===== config.mk =====
export PLATFORM = sky130hd
export DESIGN_NAME = hsiao_39_32_enc_pipe_flat
export DESIGN_NICKNAME = d
export VERILOG_FILES = /design/src/rtl/hsiao_39_32_pkg.sv /design/src/rtl/hsiao_39_32_enc_pipe_if.sv /design/src/rtl/hsiao_39_32_chk_gen.sv /design/src/rtl/hsiao_39_32_enc_pipe.sv /design/src/flat_wrapper.sv
export SDC_FILE = /design/constraint.sdc
export NUM_CORES = 1
export LEC_CHECK = 0
export ABC_AREA = 1
export CAP_MARGIN = 15
export CORE_UTILIZATION = 45
export CTS_BUF_LIST = sky130_fd_sc_hd__clkbuf_2
export DETAILED_ROUTE_END_ITERATION = 10
export GPL_TIMING_DRIVEN = 0
export PLACE_DENSITY = 0.71
export SKIP_LAST_GASP = 1
export SYNTH_ARGS = -nofsm -noshare
export SYNTH_HDL_FRONTEND = slang
export SYNTH_SLANG_ARGS = --single-unit

===== constraint.sdc =====
create_clock -name clk -period 3.6 [get_ports clk]
set_input_delay 0.54 -clock clk [delete_from_list [all_inputs] [get_ports clk]]
set_output_delay 0.54 -clock clk [all_outputs]
set_load 0.1 [all_outputs]

===== src/rtl/hsiao_39_32_pkg.sv =====
// Shared Hsiao (39,32) SEC-DED definitions: widths, H-matrix row masks and the check-bit function.
// The decoder uses the same row masks for its syndrome.
package hsiao_39_32_pkg;

    localparam int DATA_W = 32;
    localparam int CHK_W  = 7;
    localparam int CW_W   = 39;

    // Row r selects the data bits XORed into check bit C[r].
    localparam logic [DATA_W-1:0] H_ROW0 = 32'h2C02_21FF;
    localparam logic [DATA_W-1:0] H_ROW1 = 32'h13E5_101F;
    localparam logic [DATA_W-1:0] H_ROW2 = 32'hC06C_89E1;
    localparam logic [DATA_W-1:0] H_ROW3 = 32'h7D9C_4422;
    localparam logic [DATA_W-1:0] H_ROW4 = 32'hA2BB_C244;
    localparam logic [DATA_W-1:0] H_ROW5 = 32'h8B50_3E88;
    localparam logic [DATA_W-1:0] H_ROW6 = 32'h5403_FF10;

    function automatic logic [CHK_W-1:0] hsiao_chk(input logic [DATA_W-1:0] d);
        logic [CHK_W-1:0] c;
        c[0] = ^(d & H_ROW0);
        c[1] = ^(d & H_ROW1);
        c[2] = ^(d & H_ROW2);
        c[3] = ^(d & H_ROW3);
        c[4] = ^(d & H_ROW4);
        c[5] = ^(d & H_ROW5);
        c[6] = ^(d & H_ROW6);
        return c;
    endfunction

endpackage


===== src/rtl/hsiao_39_32_enc_pipe_if.sv =====
// Valid/ready stream bundle used on both sides of the encoder pipe.
interface hsiao_39_32_enc_pipe_if #(
    parameter int W = 32
);
    logic [W-1:0] data;
    logic         valid;
    logic         ready;

    modport master (output data, output valid, input ready);
    modport slave  (input data, input valid, output ready);
endinterface


===== src/rtl/hsiao_39_32_chk_gen.sv =====
// Combinational 32-to-7 Hsiao check-bit generator over the shared row masks.
module hsiao_39_32_chk_gen
    import hsiao_39_32_pkg::*;
(
    input  logic [DATA_W-1:0] data,
    output logic [CHK_W-1:0]  chk
);
    assign chk = hsiao_chk(data);
endmodule


===== src/rtl/hsiao_39_32_enc_pipe.sv =====
// Pipelined Hsiao (39,32) encoder, 1 or 2 register stages, codeword = {chk, data}.
// Optional error injection mask port when HSIAO_ENC_ERR_INJECT_EN is defined.
module hsiao_39_32_enc_pipe
    import hsiao_39_32_pkg::*;
#(
    parameter int PIPE_STAGES = 2,
    parameter int CNT_W       = 16
) (
    input  logic                   clk,
    input  logic                   rst,
`ifdef HSIAO_ENC_ERR_INJECT_EN
    input  logic [CW_W-1:0]        inj_mask,
`endif
    hsiao_39_32_enc_pipe_if.slave  in_bus,
    hsiao_39_32_enc_pipe_if.master out_bus,
    output logic [CNT_W-1:0]       word_cnt
);

    logic [CW_W-1:0] mask_in;
`ifdef HSIAO_ENC_ERR_INJECT_EN
    assign mask_in = inj_mask;
`else
    assign mask_in = '0;
`endif

    if (PIPE_STAGES == 2) begin : g_two
        logic              v1;
        logic [DATA_W-1:0] d1;
        logic [CHK_W-1:0]  p_lo;
        logic [CHK_W-1:0]  p_hi;
        logic [CHK_W-1:0]  p1_lo;
        logic [CHK_W-1:0]  p1_hi;
        logic [CW_W-1:0]   m1;
        logic              v2;
        logic [CW_W-1:0]   cw2;
        logic              adv2;

        // Partial parities per data half keep the stage-1 XOR depth short.
        hsiao_39_32_chk_gen u_chk_lo (.data({16'h0000, in_bus.data[15:0]}), .chk(p_lo));
        hsiao_39_32_chk_gen u_chk_hi (.data({in_bus.data[31:16], 16'h0000}), .chk(p_hi));

        assign adv2         = ~v2 | out_bus.ready;
        assign in_bus.ready = ~v1 | adv2;

        always_ff @(posedge clk) begin
            if (rst) begin
                v1    <= 1'b0;
                d1    <= '0;
                p1_lo <= '0;
                p1_hi <= '0;
                m1    <= '0;
                v2    <= 1'b0;
                cw2   <= '0;
            end else begin
                if (in_bus.ready) begin
                    v1 <= in_bus.valid;
                    if (in_bus.valid) begin
                        d1    <= in_bus.data;
                        p1_lo <= p_lo;
                        p1_hi <= p_hi;
                        m1    <= mask_in;
                    end
                end
                if (adv2) begin
                    v2 <= v1;
                    if (v1) cw2 <= {p1_lo ^ p1_hi, d1} ^ m1;
                end
            end
        end

        assign out_bus.valid = v2;
        assign out_bus.data  = cw2;
    end else if (PIPE_STAGES == 1) begin : g_one
        logic             v;
        logic [CW_W-1:0]  cw;
        logic [CHK_W-1:0] chk;

        hsiao_39_32_chk_gen u_chk (.data(in_bus.data), .chk(chk));

        assign in_bus.ready = ~v | out_bus.ready;

        always_ff @(posedge clk) begin
            if (rst) begin
                v  <= 1'b0;
                cw <= '0;
            end else if (in_bus.ready) begin
                v <= in_bus.valid;
                if (in_bus.valid) cw <= {chk, in_bus.data} ^ mask_in;
            end
        end

        assign out_bus.valid = v;
        assign out_bus.data  = cw;
    end else begin : g_bad
        $error("hsiao_39_32_enc_pipe: PIPE_STAGES must be 1 or 2");
    end

    always_ff @(posedge clk) begin
        if (rst) begin
            word_cnt <= '0;
        end else if (in_bus.valid && in_bus.ready && !(&word_cnt)) begin
            word_cnt <= word_cnt + CNT_W'(1);
        end
    end

endmodule


===== src/flat_wrapper.sv =====
// flat-port wrapper written by rule: the top's interface ports become plain ports
module hsiao_39_32_enc_pipe_flat import hsiao_39_32_pkg::*;
#(
    parameter int PIPE_STAGES = 2,
    parameter int CNT_W       = 16
)
  (clk, rst, word_cnt, in_bus_data, in_bus_valid, in_bus_ready, out_bus_data, out_bus_valid, out_bus_ready);
  hsiao_39_32_enc_pipe_if #(.W(32)) in_bus_i ();
  hsiao_39_32_enc_pipe_if #(.W(39)) out_bus_i ();
  input  logic clk;
  input  logic rst;
  output logic [CNT_W-1:0] word_cnt;
  input wire logic [$bits(in_bus_i.data)-1:0] in_bus_data;
  input wire logic [$bits(in_bus_i.valid)-1:0] in_bus_valid;
  output wire logic [$bits(in_bus_i.ready)-1:0] in_bus_ready;
  output wire logic [$bits(out_bus_i.data)-1:0] out_bus_data;
  output wire logic [$bits(out_bus_i.valid)-1:0] out_bus_valid;
  input wire logic [$bits(out_bus_i.ready)-1:0] out_bus_ready;
  assign in_bus_i.data = in_bus_data;
  assign in_bus_i.valid = in_bus_valid;
  assign in_bus_ready = in_bus_i.ready;
  assign out_bus_data = out_bus_i.data;
  assign out_bus_valid = out_bus_i.valid;
  assign out_bus_i.ready = out_bus_ready;
  hsiao_39_32_enc_pipe #(.PIPE_STAGES(PIPE_STAGES), .CNT_W(CNT_W)) u_core (.clk(clk), .rst(rst), .in_bus(in_bus_i), .out_bus(out_bus_i), .word_cnt(word_cnt));
endmodule

---- After elaboration in Yosys (flattened, before gate mapping) ----
Index checks and enable logic that the tools add are counted.
storage, ports and cells
  register bits ........................... 103
  bits of input ports ..................... 36
  output and inout bits ................... 57
  word-level logic and storage cells ...... 33
operators by class
  add/sub/neg operators ................... 1
  bitwise gates (word level) .............. 5
  reduce and logical (&&, ||, !) cells .... 20
operators by type and width
  operator                                        number
  XOR reduction 32 bit                            14
  adder 16 x 1 -> 16 bit (second input constant)  1
  AND reduction 16 bit                            1
  bitwise XOR 7 bit                               1
  AND reduction 2 bit                             2
  logical AND 1 bit                               2
  inverter 1 bit                                  2
  OR 1 bit                                        2
  logical NOT 1 bit                               1

---- Longest topological paths before layout ----
Gate-level depths: netlist (run 1).
  depth in word-level cells ............... 5
  depth in mapped cells ................... 12
  gate-level depth less buffers ........... 12

---- Cells and area by module ----
From an unflattened synthesis (run 1), not the netlist that was laid out.
unflattened totals
  cells, all modules ...................... 1,052
  area total of the unflattened synthesis .. 6,505.0 µm²
modules (own cells, without submodules)
  module                times used  cells an instance  area each (µm²)  seq. area each (µm²)
  hsiao_39_32_enc_pipe  1           526                4,020.1          2,062.0
  hsiao_39_32_chk_gen   2           263                1,242.4          0.0

---- Worst setup path after synthesis (run 1) ----
No wires, ideal clock.
  path type ............................... register to register
  start point ............................. register u_core.g_two.v2, in the netlist u_core.out_bus.valid
  end point ............................... register u_core.g_two.d1[11]
  library setup time ...................... 0.128 ns
  arrival ................................. 2.854 ns
  slack ................................... 0.618 ns
  stages on the path, launching flop included .. 8
  path buffers ............................ 2
  path through ............................ dfxtp_1 nand3_1 nand2_1 inv_1 buf_2 clkbuf_1 o21ai_0 a21oi_1
between the ends
  cells in the longest elaborated chain, start to end .. 4
ends and longest elaborated chain
  element                        RTL line                    RTL
  start, declared                hsiao_39_32_enc_pipe.sv:34  logic v2;
  start signal, assigned         hsiao_39_32_enc_pipe.sv:65  v2 <= v1;
  inverter 1 bit                 hsiao_39_32_enc_pipe.sv:42  assign adv2 = ~v2 | out_bus.ready;
  OR 1 bit                       hsiao_39_32_enc_pipe.sv:42
  OR 1 bit                       hsiao_39_32_enc_pipe.sv:43  assign in_bus.ready = ~v1 | adv2;
  named net in_bus_ready         flat_wrapper.sv:15          output wire logic [$bits(in_bus_i.ready)-1:0] in_bus_ready;
  AND reduction 2 bit (no line)  n/a
  end signal, assigned           hsiao_39_32_enc_pipe.sv:58  d1 <= in_bus.data;
  end, declared                  hsiao_39_32_enc_pipe.sv:28  logic [DATA_W-1:0] d1;
The timed path passes the listed nets, and every way through them passes these cells.
A chain may end at the register's enable or synchronous reset.

---- Worst setup path in the final report (run 1) ----
  start point ............................. register u_core.word_cnt[2]
  end point ............................... output word_cnt[2]
RTL lines
  element                 RTL line                     RTL
  start, declared         hsiao_39_32_enc_pipe.sv:16   output logic [CNT_W-1:0] word_cnt
  start signal, assigned  hsiao_39_32_enc_pipe.sv:102  word_cnt <= word_cnt + CNT_W'(1);
  end, declared           flat_wrapper.sv:12           output logic [CNT_W-1:0] word_cnt;
No word-level cell between the ends.

==> results of run 1 <==
[routing by layer]
metal,global-route usage (%),up-vias,routed length (um)
met5,0,-,0
met4,10.4,0,279
met3,2.70,26,587
met2,37.9,145,5820
met1,29.8,2119,5830
li1,-,2400,-
[area by class of cell]
cell class | instances | area (sq um) | area share (%)
sequential | 103 | 2060 | 33.8
tap | 136 | 170 | 2.79
clock inverter | 7 | 62.6 | 1.03
multi-input combinational | 501 | 2480 | 40.6
buffer | 31 | 148 | 2.42
inverter | 57 | 214 | 3.51
clock buffer | 9 | 45.0 | 0.738
timing repair buffer | 92 | 921 | 15.1
[state kept, by name (all words and copies together), names as in the netlist]
register and flops:
u_core.word_cnt 16, u_core.g_two.v1 1, u_core.out_bus.data 39, u_core.g_two.d1 32, u_core.out_bus.valid 1, u_core.g_two.p1_hi 7
u_core.g_two.p1_lo 7
[power by group through the flow]
stage	Combinational (mW)	Sequential (mW)	Clock, mW
finish	0.719	1.27	0.538
global route	0.772	1.28	0.596
CTS	0.720	1.27	0.544
detailed placement	0.717	1.29	0
global placement	0.707	1.28	0
floorplan	0.274	1.52	0
[per-stage QoR]
step	utilization [%]	cells
final	58.3	936
after global routing	58.3	936
after CTS	58.3	936
after detailed placement	57.3	920
after global placement	57.3	920
after floorplan	-	692
[cells by family (layout without fill, tap and decap cells)]
group | Yosys count | count (layout)
AND/OR/NAND/NOR | 311 | 311
AO/OA/AOI/OAI | 133 | 133
flip-flops | 103 | 103
buffers and inverters | 88 | 196
XOR/XNOR | 56 | 56
adder cells (fa/ha/maj) | 1 | 1
[final timing paths]
check,start,to,slack (ns),depth (start not counted)
worst max-delay path,u_core.word_cnt[2]$_SDFFE_PP0P_,word_cnt[2],0.69,1
worst min-delay path,u_core.g_two.d1[2]$_SDFFE_PP0P_,u_core.out_bus.data[2]$_SDFFE_PP0P_,0.46,2
worst max register to register,u_core.word_cnt[1]$_SDFFE_PP0P_,u_core.word_cnt[9]$_SDFFE_PP0P_,1.80,9
worst min register to register,u_core.g_two.d1[2]$_SDFFE_PP0P_,u_core.out_bus.data[2]$_SDFFE_PP0P_,0.46,2
[cells in the mapped netlist]
master      n  area (sq um)
nor3b_2     1          12.5
buf_2       6          30.0
nor3_1      4          20.0
nand2_2     9          56.3
dfxtp_1   103          2060
o21ai_0    83           415
nor3_4      1          16.3
clkbuf_1   22          82.6
xnor2_1    29           254
a21oi_2     7          61.3
nand2_1   140           526
buf_12      1          20.0
buf_6       1          11.3
inv_2       1          3.75
nand3b_1    2          15.0
nor3_2      2          20.0
inv_1      56           210
nand3_2     2          20.0
a21oi_1    43           215
nand4_1     3          18.8
buf_1       1          3.75
xor2_1     27           236
nand3_1    22           110
nor2_1    125           469
ha_1        1          12.5
==> summary.md, run 1 <==
| Metric | Value |
|---|---|
| TritonCTS Buffers | 9 |
| Placed Area | approximately 0.006 sq mm |
| Finished Cell Area | 0.00610 sq mm |
| FMAX | between 300 and 400 MHz |
| Hold Crit Class | reg -> reg |
| Drc violations | 0 |
| Io pins | 93 |
| Sequential power share | 50.2% |
| Total power | 2.52 mW |
| Final Hold Vio Count | 0 |
| Slew Limit Fails | 0 |
| Pleak | approximately 2.6 nW |
| Total grt overflow | 0 |
| # resized after CTS | 0 |
| Final setup TNS | 0 ns |
| Critical path capture point type | primary output |
| Most frequent cells in the layout | nand2_1, nor2_1, dfxtp_1 |
| RD Place Congestion | 0.866 |
| Largest family of logic cells by synthesized area | simple AND/OR/NAND/NOR gates |
| RSZ-0062 raised after global routing | no |
| Multiplexer area fraction after synthesis | 0% |
| Synth Warn # | 0 |
| Post-synthesis compound-gate area fraction | between 10 and 15% |
| Synth Area in Simple Gates | a little over a quarter |
| Vias in the first global route | about 4300 |
| CP required | between 3 and 4 ns |
| Status | finished clean |
| Antenna diodes | 0 |
| Adder-cell share of the synthesized area | less than 1% |
| Hpwl dp | ~9700 um |
| Critical path type | reg -> out |
| Area grow syn2layout | 24.5% |
| Post-Place Worst Slack | ~0.76 ns |
| CP Data Arrival Time | about 2.4 ns |
| Post-synthesis xor/xnor area fraction | 10.0% |
| Max_cap viols | 0 |
| Clock slew at reported path FFs | about 0.29 ns |
| Mean area per synthesized cell | 7.08 sq um |
| # hold bufs at CTS | 0 |
| Crit-path slowest cell | clkdlybuf4s50_1 |
| P_sw | between 0.9 and 1 mW |
| Fillers | a little over 1000 |
| Gate power share | around 28% |
| Period utilization | about four fifths |
| Initial antenna violation count | 0 |
| Initial core utilization | between 40% and 50% |
| Max FO, Critical Path | 7 |
| Sw frac | about two fifths |
| Die height | around 110 um |
| Seq/Total Area, Yosys | between 40 and 50% |
| Clk buf depth | 2 |
| Cell area after synthesis | approximately 0.005 sq mm |
| H-Tree Depth | 3 |
| Largest net degree at the start of global routing | 20 |
| Routed wire length | ~13000 um |
| First-pass GRT wire length | roughly 20000 um |
| Layout cells sized above 1 | under 10% |
| DIE WIDTH | roughly 110 um |
| # port buffers | 92 |
| Avg WL per Cell | between 10 and 15 um |
| Startpoint types | flip-flop |
| Final net count | roughly 830 |
| Worst Skew | approximately 0.033 ns |
| Min Tclk post-route | between 2 and 3 ns |
| Slew @ Worst Pin | between 0.9 and 1 ns |
| Final WS setup | between 0.6 and 0.7 ns |
| CTS root buf | clkbuf_2 |
| Commonest non-fill, non-tap cell in the layout | nand2_1 |
| Cell variety after synth | 25 |
| Final setup fails | 0 |
| DR vias/cell | 5.01 |
| Synthesized netlist cell count | roughly 690 |
| Antenna-violating nets left | 0 |
| Slowest stage delay, CP | 1.20 ns |
| First-pass DRT Iterations | 5 |
| First DRT Iteration DRCs | approximately 230 |
| CP bufs+invs | 1 |
| CTS tree | yes |
| Vias after detailed routing | 4690 |
| Int Pwr | between 1.5 and 2 mW |
| Clock network fraction of total power | between 20% and 30% |
| Pwr Density | slightly above 400 mW/mm^2 |
| Die Footprint | around 0.011 sq mm |
| Row count | 37 |
| Core area | 0.0105 sq mm |
| Later-pin clock latency in the skew report | 0.62 ns |
| GRT Util Overall | around 23% |
| Worst hold slack | 0.458 ns |
| Cells along the critical path | clkdlybuf4s50_1 |
| Peak VDD IR | ~0.19 mV |
| # clock sinks | approximately 100 |
| Postcts setup bufs | 0 |
| Total nets after synthesis | roughly 730 |
| FF+latch count, synth | slightly above 100 |
| Delay-heaviest family, CP | buffers and inverters |
| Max_slew headroom | between 30 and 40% |
No activity file was read; power rests on OpenSTA's default activity.
==> inputs of run 2 (changes only) <==
==> constraint.sdc (replaced) <==
create_clock -name clk -period 2.75 [get_ports clk]
set_input_delay 0.4125 -clock clk [delete_from_list [all_inputs] [get_ports clk]]
set_output_delay 0.4125 -clock clk [all_outputs]
set_load 0.1 [all_outputs]
==> run 2 against run 1 <==
Against the previous run:
- first-iteration DRC count shrank 17%
- die area unchanged
- clock power is 37% higher
- global-route usage rose by 0.60 points
- sequential share of layout area down 0.090 points
- sequential power rose by 31%
- count of clock-buffer cells in the layout unchanged
- core utilization grew 0.16 points
- critical path type unchanged
- worst setup slack worse by 0.60 ns
- non-clock buffer count unchanged
- via count is 0.11% lower
- cell area increased by 0.27%
==> summary.md, run 2 (synthesis results as in run 1) <==
| Metric | Value |
|---|---|
| Status | finished clean (unchanged) |
| Total grt overflow | 0 (unchanged) |
| Final Hold Vio Count | 0 (unchanged) |
| Max FO, Critical Path | 5 (was 7) |
| CTS root buf | clkbuf_2 (unchanged) |
| DR vias/cell | 5.01 (about the same) |
| Int Pwr | 2.10 mW (was 1.55 mW) |
| Pleak | 2.64 nW (was 2.59 nW) |
| Later-pin clock latency in the skew report | 0.60 ns (was 0.62 ns) |
| Clock network fraction of total power | 22.0% (was 21.3%) |
| Hpwl dp | 9720 um (was 9730 um) |
| Area grow syn2layout | 24.8% (was 24.5%) |
| Peak VDD IR | 0.240 mV (was 0.185 mV) |
| Vias after detailed routing | 4685 (was 4690) |
| Most frequent cells in the layout | nand2_1, nor2_1, dfxtp_1 (unchanged) |
| Slew @ Worst Pin | 0.984 ns (was 0.989 ns) |
| Min Tclk post-route | ~2.7 ns |
| Drc violations | 0 (unchanged) |
| Fillers | 1007 (was 1008) |
| Pwr Density | 545 mW/mm^2 (was 414 mW/mm^2) |
| Io pins | 93 (unchanged) |
| Slew Limit Fails | 0 (unchanged) |
| Sw frac | 37.1% (was 38.7%) |
| RSZ-0062 raised after global routing | no (unchanged) |
| Final core utilization | 58.5% (was 58.3%) |
| Worst hold slack | 0.449 ns (was 0.458 ns) |
| CP Data Arrival Time | 2.25 ns (was 2.37 ns) |
| Clock slew at reported path FFs | 0.29 ns (about the same) |
| First-pass GRT wire length | 21000 um (was 20300 um) |
| Layout cells sized above 1 | 5.88% (unchanged) |
| Avg WL per Cell | 13.4 um (about the same) |
| First-pass DRT Iterations | 5 (unchanged) |
| CTS tree | yes (unchanged) |
| CP bufs+invs | 1 (unchanged) |
| Vias in the first global route | 4494 (was 4291) |
| Antenna diodes | 0 (unchanged) |
| Initial antenna violation count | 0 (unchanged) |
| Largest net degree at the start of global routing | 18 (was 20) |
| Antenna-violating nets left | 0 (unchanged) |
| CP required | 2.34 ns (was 3.06 ns) |
| Initial core utilization | 46.9% (unchanged) |
| Max_slew headroom | 34.2% (was 33.8%) |
| # port buffers | 92 (unchanged) |
| Core area | 0.0105 sq mm (unchanged) |
| Worst Skew | 0.0324 ns (was 0.0328 ns) |
| # clock sinks | 103 (unchanged) |
| Clk buf depth | 2 (unchanged) |
| # placed instances | 920 (unchanged) |
| Sequential power share | 49.7% (was 50.2%) |
| Max reg flops | 39 (unchanged) |
| Max_cap viols | 0 (unchanged) |
| Die height | 106 um (unchanged) |
| Cells along the critical path | clkdlybuf4s50_1 (unchanged) |
| Final net count | 832 (unchanged) |
| Final setup TNS | 0 ns (unchanged) |
| Row count | 37 (unchanged) |
| Gate power share | 28.2% (was 28.5%) |
| Critical path type | reg -> out (unchanged) |
| H-Tree Depth | 3 (unchanged) |
| Period utilization | a little over nine tenths |
| Die Footprint | 0.0113 sq mm (unchanged) |
| Commonest non-fill, non-tap cell in the layout | nand2_1 (unchanged) |
| Final setup fails | 0 (unchanged) |
| P_sw | 1.24 mW (was 0.977 mW) |
| Routed wire length | 12500 um (about the same) |
| Critical path capture point type | primary output (unchanged) |
| RD Place Congestion | 0.854 (was 0.866) |
| Startpoint types | flip-flop (unchanged) |
| First DRT Iteration DRCs | 193 (was 232) |
| Final cell count without fillers | 936 (unchanged) |
| Slowest stage delay, CP | 1.17 ns (was 1.20 ns) |
| GRT Util Overall | 23.5% (was 22.9%) |
| Crit-path slowest cell | clkdlybuf4s50_1 (unchanged) |
| FMAX | about 380 MHz |
| DIE WIDTH | 106 um (unchanged) |
| TritonCTS Buffers | 9 (unchanged) |
| Hold Crit Class | in -> reg (was reg -> reg) |
| Postcts setup bufs | 0 (unchanged) |
| Delay-heaviest family, CP | buffers and inverters (unchanged) |
## run 2: through the flow
step	setup WS [ns]	power (mW)	cell area, sq um
after floorplan	0.159	2.35	4910
after global placement	0.202	2.61	6000
final	0.0884	3.34	6120
after global routing	0.0141	3.50	6120
after detailed placement	0.203	2.63	6000
after CTS	0.0261	3.34	6110
## run 2: what timing repair did
item / CTS / global route
pin swaps: 0 / 0
hold buffers: 0 / 0
setup endpoints to repair: 1 / 2
gates resized for setup: 1 / 2
## run 2: metal layers
layer  wire length [um]  global-route usage [%]
met1               5860                    30.1
met2               5920                    40.1
met3                552                    3.37
met4                212                    8.33
met5                  0                       0
## run 2: area by class of cell
cell class | instances | area, sq um | area share [%]
clock buffer | 9 | 45.0 | 0.736
multi-input combinational | 501 | 2480 | 40.6
timing repair buffer | 92 | 925 | 15.1
sequential | 103 | 2060 | 33.7
inverter | 57 | 214 | 3.50
tap | 136 | 170 | 2.78
buffer | 31 | 148 | 2.41
clock inverter | 7 | 70.1 | 1.15
## run 2: final timing paths
check,start,end,slack [ns],cells after the start
worst max-delay path,u_core.word_cnt[9]$_SDFFE_PP0P_,word_cnt[9],0.09,1
worst min-delay path,out_bus_ready,u_core.out_bus.valid$_SDFFE_PP0P_,0.45,4
worst max register to register,u_core.word_cnt[0]$_SDFFE_PP0P_,u_core.word_cnt[8]$_SDFFE_PP0P_,0.91,9
worst min register to register,u_core.g_two.d1[4]$_SDFFE_PP0P_,u_core.g_two.d1[4]$_SDFFE_PP0P_,0.47,2
## run 2: power by group through the flow
stage	combinational, mW	sequential [mW]	clock [mW]
global route	1.02	1.67	0.805
finish	0.942	1.66	0.735
detailed placement	0.939	1.69	0
floorplan	0.359	1.99	0
CTS	0.942	1.66	0.744
global placement	0.926	1.68	0
==> inputs of run 3 (changes only) <==
--- a/config.mk
+++ b/config.mk
@@ -11,7 +11,7 @@
 export CTS_BUF_LIST = sky130_fd_sc_hd__clkbuf_2
 export DETAILED_ROUTE_END_ITERATION = 10
 export GPL_TIMING_DRIVEN = 0
-export PLACE_DENSITY = 0.71
+export PLACE_DENSITY = 0.81
 export SKIP_LAST_GASP = 1
 export SYNTH_ARGS = -nofsm -noshare
 export SYNTH_HDL_FRONTEND = slang
==> run 3 against run 2 <==
Against the previous run:
- first-iteration DRC count grew 42%
- largest power group unchanged
- highest routed layer unchanged
- combinational power shrank 0.6%
- core utilization grew 0.20 points
- count of clock-buffer cells in the layout is the same
- critical path type unchanged
- via count shrank 1.2%
- total power shrank 0.53%
- sequential cell count is the same
==> summary.md, run 3 (synthesis results as in run 1) <==
| Metric | Value |
|---|---|
| Vias in the first global route | 4101 (was 4494) |
| Pleak | 2.71 nW (was 2.64 nW) |
| Final net count | 832 (unchanged) |
| First-pass DRT Iterations | 6 (was 5) |
| Row count | 37 (unchanged) |
| Slowest stage delay, CP | 1.18 ns (was 1.17 ns) |
| CP required | 2.34 ns (about the same) |
| GR Util met3 | 3.00% (was 3.37%) |
| Io pins | 93 (unchanged) |
| Delay-heaviest family, CP | buffers and inverters (unchanged) |
| Hold Crit Class | in -> reg (unchanged) |
| Die Footprint | 0.0113 sq mm (unchanged) |
| Status | finished clean (unchanged) |
| Antenna-violating nets left | 0 (unchanged) |
| Layout cells sized above 1 | 6.00% (was 5.88%) |
| Cells along the critical path | clkdlybuf4s50_1 (unchanged) |
| DR vias/cell | 4.95 (was 5.01) |
| Startpoint types | flip-flop (unchanged) |
| # clock sinks | 103 (unchanged) |
| Initial core utilization | 46.9% (unchanged) |
| Postcts setup bufs | 0 (unchanged) |
| Critical path type | reg -> out (unchanged) |
| Critical path capture point type | primary output (unchanged) |
| Later-pin clock latency in the skew report | 0.59 ns (was 0.60 ns) |
| Final WS setup | 0.0578 ns (was 0.0884 ns) |
| Most frequent cells in the layout | nand2_1, nor2_1, dfxtp_1 (unchanged) |
| Max reg flops | 39 (unchanged) |
| DIE WIDTH | 106 um (unchanged) |
| H-Tree Depth | 3 (unchanged) |
| Antenna diodes | 0 (unchanged) |
| Worst reg-to-reg setup slack | 0.86 ns (was 0.91 ns) |
| Met1 Use GR | 29.8% (was 30.1%) |
| GRT Util Overall | 21.9% (was 23.5%) |
| Die height | 106 um (unchanged) |
| Final Hold Vio Count | 0 (unchanged) |
| Total grt overflow | 0 (unchanged) |
| Final setup fails | 0 (unchanged) |
| Busiest layer in global routing | met2 (unchanged) |
| Worst Skew | 0.0336 ns (was 0.0324 ns) |
| Slew @ Worst Pin | 1.02 ns (was 0.984 ns) |
| Period utilization | 97.9% (was 96.8%) |
| Avg WL per Cell | 12.9 um (was 13.4 um) |
| Clock slew at reported path FFs | 0.32 ns (was 0.29 ns) |
| Drc violations | 0 (unchanged) |
| RD Place Congestion | 0.942 (was 0.854) |
| Routed wire length | 12100 um (was 12500 um) |
| TritonCTS Buffers | 9 (unchanged) |
| Final core utilization | 58.7% (was 58.5%) |
| Crit-path slowest cell | clkdlybuf4s50_1 (unchanged) |
| Peak VDD IR | 0.292 mV (was 0.240 mV) |
| Max_slew headroom | 31.5% (was 34.2%) |
| Slew Limit Fails | 0 (unchanged) |
| Commonest non-fill, non-tap cell in the layout | nand2_1 (unchanged) |
| First-pass GRT wire length | 19700 um (was 21000 um) |
| Largest net degree at the start of global routing | 21 (was 18) |
| Max FO, Critical Path | 4 (was 5) |
| Worst hold slack | 0.448 ns (was 0.449 ns) |
| Initial antenna violation count | 0 (unchanged) |
| Core area | 0.0105 sq mm (unchanged) |
| Min Tclk post-route | 2.69 ns (was 2.66 ns) |
| FMAX | 371 MHz (was 376 MHz) |
| First DRT Iteration DRCs | 274 (was 193) |
| CTS tree | yes (unchanged) |
| Final setup TNS | 0 ns (unchanged) |
| # port buffers | 92 (unchanged) |
| RSZ-0062 raised after global routing | no (unchanged) |
| Vias after detailed routing | 4629 (was 4685) |
| Hpwl dp | 9240 um (was 9720 um) |
| Post-Place Worst Slack | 0.106 ns (was 0.203 ns) |
| Clk buf depth | 2 (unchanged) |
| Area grow syn2layout | 25.2% (was 24.8%) |
| CP bufs+invs | 1 (unchanged) |
| GR met2 Demand/Resource | 35.3% (was 40.1%) |
| CTS root buf | clkbuf_2 (unchanged) |
| Max_cap viols | 0 (unchanged) |
| CP Data Arrival Time | 2.28 ns (was 2.25 ns) |
| Pwr Density | 540 mW/mm^2 (was 545 mW/mm^2) |
| # hold bufs at CTS | 0 (unchanged) |
## run 3: what timing repair did
item                                   in CTS  in global routing
endpoints found under the hold margin       0                  0
setup endpoints to repair                   1                  7
resized for setup                           1                  7
## run 3: layout make-up
| class | count | area [sq um] |
|---|---|---|
| plain buffers | 31 | 148 |
| clock buffers | 9 | 45.0 |
| clock inverters | 7 | 78.8 |
| fillers | 975 | 4320 |
| inverters | 57 | 214 |
| multi-input cells | 501 | 2480 |
| flip-flops and latches | 103 | 2060 |
| well taps | 136 | 170 |
| repair buffers | 92 | 937 |
## run 3: worst paths after layout
kind         depth (start not counted)                             start                          endpoint
max                                  1  u_core.word_cnt[10]$_SDFFE_PP0P_                      word_cnt[10]
min                                  3                   in_bus_data[26]  u_core.g_two.d1[26]$_SDFFE_PP0P_
max reg2reg                          9   u_core.word_cnt[1]$_SDFFE_PP0P_  u_core.word_cnt[11]$_SDFFE_PP0P_
min reg2reg                          2   u_core.g_two.d1[4]$_SDFFE_PP0P_   u_core.g_two.d1[4]$_SDFFE_PP0P_
## run 3: per-layer routing
metal	up-vias	part of all wire, %
li1	2391	-
met2	128	46
met4	0	1.7
met1	2095	47
met5	-	0
met3	15	5.1
## run 3: worst reg2reg max path, stage by stage (launching register included)
cell,delay [ns]
dfxtp_1,0.50
ha_1,0.30
nand3_2,0.17
nor3_4,0.21
nand3_2,0.10
nand2_2,0.08
buf_6,0.14
buf_12,0.14
nand2_2,0.06
a21oi_2,0.13
## run 3: stage by stage
step	power, mW	std cells	area, sq um
after floorplan	2.35	692	4910
after global placement	2.60	920	6000
after detailed placement	2.62	920	6000
after CTS	3.33	936	6120
after global routing	3.48	936	6140
final	3.32	936	6140
## run 3: power breakdown
| part | total, mW | internal [mW] | switching [mW] |
|---|---|---|---|
| logic | 0.936 | 0.285 | 0.651 |
| clock network | 0.724 | 0.153 | 0.571 |
| registers | 1.66 | 1.60 | 0.0576 |
| total | 3.32 | 2.04 | 1.28 |
==> patch 1: new RTL, config.mk and constraints of run 3 <==
Register the output `word_cnt` once more, cleared by the reset; this adds one clock of latency there. The other outputs are not delayed to match.
--- a/src/rtl/hsiao_39_32_enc_pipe.sv
+++ b/src/rtl/hsiao_39_32_enc_pipe.sv
@@ -15,6 +15,8 @@
     hsiao_39_32_enc_pipe_if.master out_bus,
     output logic [CNT_W-1:0]       word_cnt
 );
+
+    logic [CNT_W-1:0] word_cnt_s0;
 
     logic [CW_W-1:0] mask_in;
 `ifdef HSIAO_ENC_ERR_INJECT_EN
@@ -97,9 +99,17 @@
 
     always_ff @(posedge clk) begin
         if (rst) begin
+            word_cnt_s0 <= '0;
+        end else if (in_bus.valid && in_bus.ready && !(&word_cnt_s0)) begin
+            word_cnt_s0 <= word_cnt_s0 + CNT_W'(1);
+        end
+    end
+
+    always_ff @(posedge clk) begin
+        if (rst) begin
             word_cnt <= '0;
-        end else if (in_bus.valid && in_bus.ready && !(&word_cnt)) begin
-            word_cnt <= word_cnt + CNT_W'(1);
+        end else begin
+            word_cnt <= word_cnt_s0;
         end
     end
 
Function: changed (a bounded check fails within 4 cycles, from zero or initial values and one cycle with rst high).
==> patch 1 against run 3 <==
The run now ends with DRC left; wire length rose by 10%; via count rose by 7.9%; sequential cell count rose by 16; setup slack improved by 0.048 ns; first-iteration DRC count rose by 31%; final cell count rose by 6.6%; non-clock buffer count rose by 3; total power rose by 15%; area after synthesis rose by 7.9%; sequential power rose by 14%; cell area rose by 7.5%.
==> patch 1: results (changes against run 3) <==
Parameter                              Value

Placed design
  Post-detailed-placement cell area    6392 um2 (+6.6%)
  Placed Instances    966 (+5.0%)

Drt
  Number of remaining DRC errors    1 (+1)
  DR iter-0 viols    358 (+31%)
  Length of the first detailed-routing pass in iterations    10 (+4)

Synth
  Syn_area_per_cell    7.233 um2 (+2.1%)
  Synth unique cells    26 (+4.0%)
  Post-synth top cells    nand2_1 (140), nor2_1 (137), dfxtp_1 (119)
  Net count after synthesis    768 (+5.3%)
  Sequential-to-total area share from yosys stat    45.05% (+3.0 points)
  Xor and xnor area share after synthesis    8.945% (-1.1 points)

Clocking
  Clk Latency, worst-skew pair    0.68 ns (+0.09 ns)
  TritonCTS buffer count    17 (+8)
  H-tree depth reported by CTS    4 (+1)

Setup path
  R2r startpoint    u_core.word_cnt_s0[1]$_SDFFE_PP0P_
  Reg-to-reg critical path endpoint    u_core.word_cnt_s0[13]$_SDFFE_PP0P_

Global route
  Maximum number of pins on one net before global-route repair    17 (-19%)
  Wire length of the first global-routing pass    21990 um (+12%)
  Global Route Usage Sum    22.52% (+0.61 points)

Outcome
  Failing checks    DRC
  Status    finished, violations left

Power and ir drop
  Share of total power in the clock network    25.8% (+4.0 points)
  Combinational-cell power consumption    0.946 mW (+1%)
  Power drawn by the clock network    0.986 mW (+36%)

Worst hold path
  Min-delay src    in_bus_data[10]

Timing
  Post-Route Skew    0.02542 ns (-0.008229 ns)

Cells and area
  Share of post-route cells with drive strength above 1    6.784% (+0.78 points)
## patch 1: cell types whose count changed after synthesis, moves of 3 or more
cell,run 3,this run
inv_1,56,69
nor2_1,125,137
buf_1,1,4
dfxtp_1,103,119
nand2_2,9,5
## patch 1: timing repair
action	CTS	global route
setup buffers	0	0
hold buffers	0	0
gates resized for setup	0	1
endpoints found under the hold margin	0	0
endpoints found under the setup margin	0	1
## patch 1: layout make-up
class	instances	share of cell area, %
Inverter	69	3.926
Tap cell	143	2.712
Sequential cell	119	36.12
Clock buffer	18	1.366
Timing Repair Buffer	92	14.00
Multi-Input combinational cell	509	37.75
Clock inverter	14	1.688
Buffer	34	2.447
## patch 1: layer usage
metal  wire length, um  global-route usage, %  part of all wire, %  vias to the layer above
met5                 0                      0                    0                        -
met1              5721                  27.78                   43                     2243
li1                  -                      -                    -                     2521
met4               339                  9.244                  2.6                        0
met2              6269                  37.60                   47                      200
met3               931                  5.379                  7.0                       32
==> patch 2: new RTL, config.mk and constraints of run 3 <==
Without the edit above. Reset style: asynchronous (`rst`), changed in 3 clocked blocks.
--- a/src/rtl/hsiao_39_32_enc_pipe.sv
+++ b/src/rtl/hsiao_39_32_enc_pipe.sv
@@ -42,7 +42,7 @@
         assign adv2         = ~v2 | out_bus.ready;
         assign in_bus.ready = ~v1 | adv2;
 
-        always_ff @(posedge clk) begin
+        always_ff @(posedge clk or posedge rst) begin
             if (rst) begin
                 v1    <= 1'b0;
                 d1    <= '0;
@@ -79,7 +79,7 @@
 
         assign in_bus.ready = ~v | out_bus.ready;
 
-        always_ff @(posedge clk) begin
+        always_ff @(posedge clk or posedge rst) begin
             if (rst) begin
                 v  <= 1'b0;
                 cw <= '0;
@@ -95,7 +95,7 @@
         $error("hsiao_39_32_enc_pipe: PIPE_STAGES must be 1 or 2");
     end
 
-    always_ff @(posedge clk) begin
+    always_ff @(posedge clk or posedge rst) begin
         if (rst) begin
             word_cnt <= '0;
         end else if (in_bus.valid && in_bus.ready && !(&word_cnt)) begin
Function: differs if rst is asserted again (counterexample within 4 cycles, from zero or initial values and one cycle with rst high); with rst held inactive, the same outputs for 10 cycles.
==> patch 2 against run 3 <==
Sequential cell count did not move; setup slack better by 0.060 ns; cell area is 5.4% higher; area after synthesis increased by 6.3%; wire length is 1.4% lower; critical endpoint is now word_cnt[5].
Power is not compared: it rests on default switching activity, and its combinational part moved more than twofold at a synthesized area within 25%.
==> patch 2: results (changes against run 3) <==
Parameter                              Value

Placed design
  Placed Instances    895 (-2.7%)
  Routability congestion estimate from global placement    0.8939 (-5.1%)
  Detailed placement HPWL    9082 um (-1.7%)
  Setup slack at placement    0.1734 ns (+0.06724 ns)

Synth
  Net count after synthesis    700 (-4.0%)
  Syn_area_per_cell    7.862 um2 (+11%)
  Synth unique cells    28 (+12%)
  Post-synth top cells    nand2_1 (307), dfrtp_1 (103), inv_1 (57)

Clocking
  Clk Latency, worst-skew pair    0.55 ns (-0.04 ns)

Cells and area
  Multi-Input Combinational    480 (-4.2%)
  Combined area of the multi-input logic cells    2311 um2 (-7.0%)
  Count of nets after finishing    803 (-3.5%)
  Total of plain and repair buffers excluding clock buffers    113 (-8.1%)
  Share of post-route cells with drive strength above 1    5.844% (-0.16 points)
  Non-clock inverter total of the final layout    59 (+3.5%)
  Fraction of area in clock buffers and inverters    2.069% (+0.051 points)
  Buffer share of cell area    16.16% (-1.5 points)
  Fraction of the core area covered by cells at the end of the flow    58.41% (-0.26 points)
  FF+latch area    2577 um2 (+25%)
  Final sequential cell count    103 (unchanged)

Setup path
  Slack of the worst reg-to-reg path    1.04 ns (+0.18 ns)
  Reg-to-reg critical path endpoint    u_core.word_cnt[10]$_DFFE_PP0P_
  R2r startpoint    u_core.word_cnt[0]$_DFFE_PP0P_

Outcome
  Status    finished clean

Timing
  Post-Route Skew    0.02718 ns (-0.006466 ns)
  Slew at the pin with the worst max-slew slack    1.016 ns (-0.008759 ns)

Worst hold path
  Min-delay src    in_bus_data[5]
  Hold EP    u_core.g_two.d1[5]$_DFFE_PP0P_

Drt
  Length of the first detailed-routing pass in iterations    5 (-1)

Global route
  Wire length of the first global-routing pass    20220 um (+2.9%)
[patch 2: cell count changes in the layout (fill, tap and decap cells not counted), moves of 10 or more]
cell / change
a21oi_1: -43
clkbuf_1: -10
dfrtp_1: +103
dfxtp_1: -103
nand2_1: +167
nand3_1: +18
nor2_1: -116
o21ai_0: -42
[patch 2: worst max-delay path by stage]
stage / startpoint / end / slack [ns] / depth (start not counted)
final: u_core.word_cnt[5]$_DFFE_PP0P_ / word_cnt[5] / 0.12 / 1
after global routing: u_core.word_cnt[5]$_DFFE_PP0P_ / word_cnt[5] / 0.003 / 1
after CTS: u_core.out_bus.valid$_DFFE_PP0P_ / in_bus_ready / 0.01 / 2
after detailed placement: out_bus_ready / in_bus_ready / 0.17 / 4
after global placement: rst / u_core.out_bus.data[14]$_DFFE_PP0P_ / 0.07 / 2
after floorplan: u_core.out_bus.valid$_DFFE_PP0P_ / u_core.word_cnt[11]$_DFFE_PP0P_ / 0.02 / 8
[patch 2: routing by layer]
layer	vias to the layer above	track usage, %
li1	2250	-
met1	2091	30.20
met2	121	35.80
met3	17	2.371
met4	0	8.000
met5	-	0
[patch 2: repair_timing]
action,4_1_cts,5_1_grt
hold buffers,0,0
setup endpoints to repair,0,2
gates resized for setup,0,2
[patch 2: cell families after synthesis]
kind of cell             Yosys count  share of synthesized area, %
AO/OA/AOI/OAI                     47                         4.945
XOR/XNOR                          55                         9.242
adder cells (fa/ha/maj)            1                        0.2400
buffers and inverters             80                         6.217
flip-flops                       103                         49.45
AND/OR/NAND/NOR                  377                         29.91
[patch 2: where the power goes]
group | total, mW | leakage, nW | switching, mW | internal (mW)
Clock | 0.802 | 0.0742 | 0.502 | 0.300
Sequential | 2.14 | 1.29 | 0.261 | 1.88
Combinational | 3.39 | 1.87 | 2.59 | 0.795
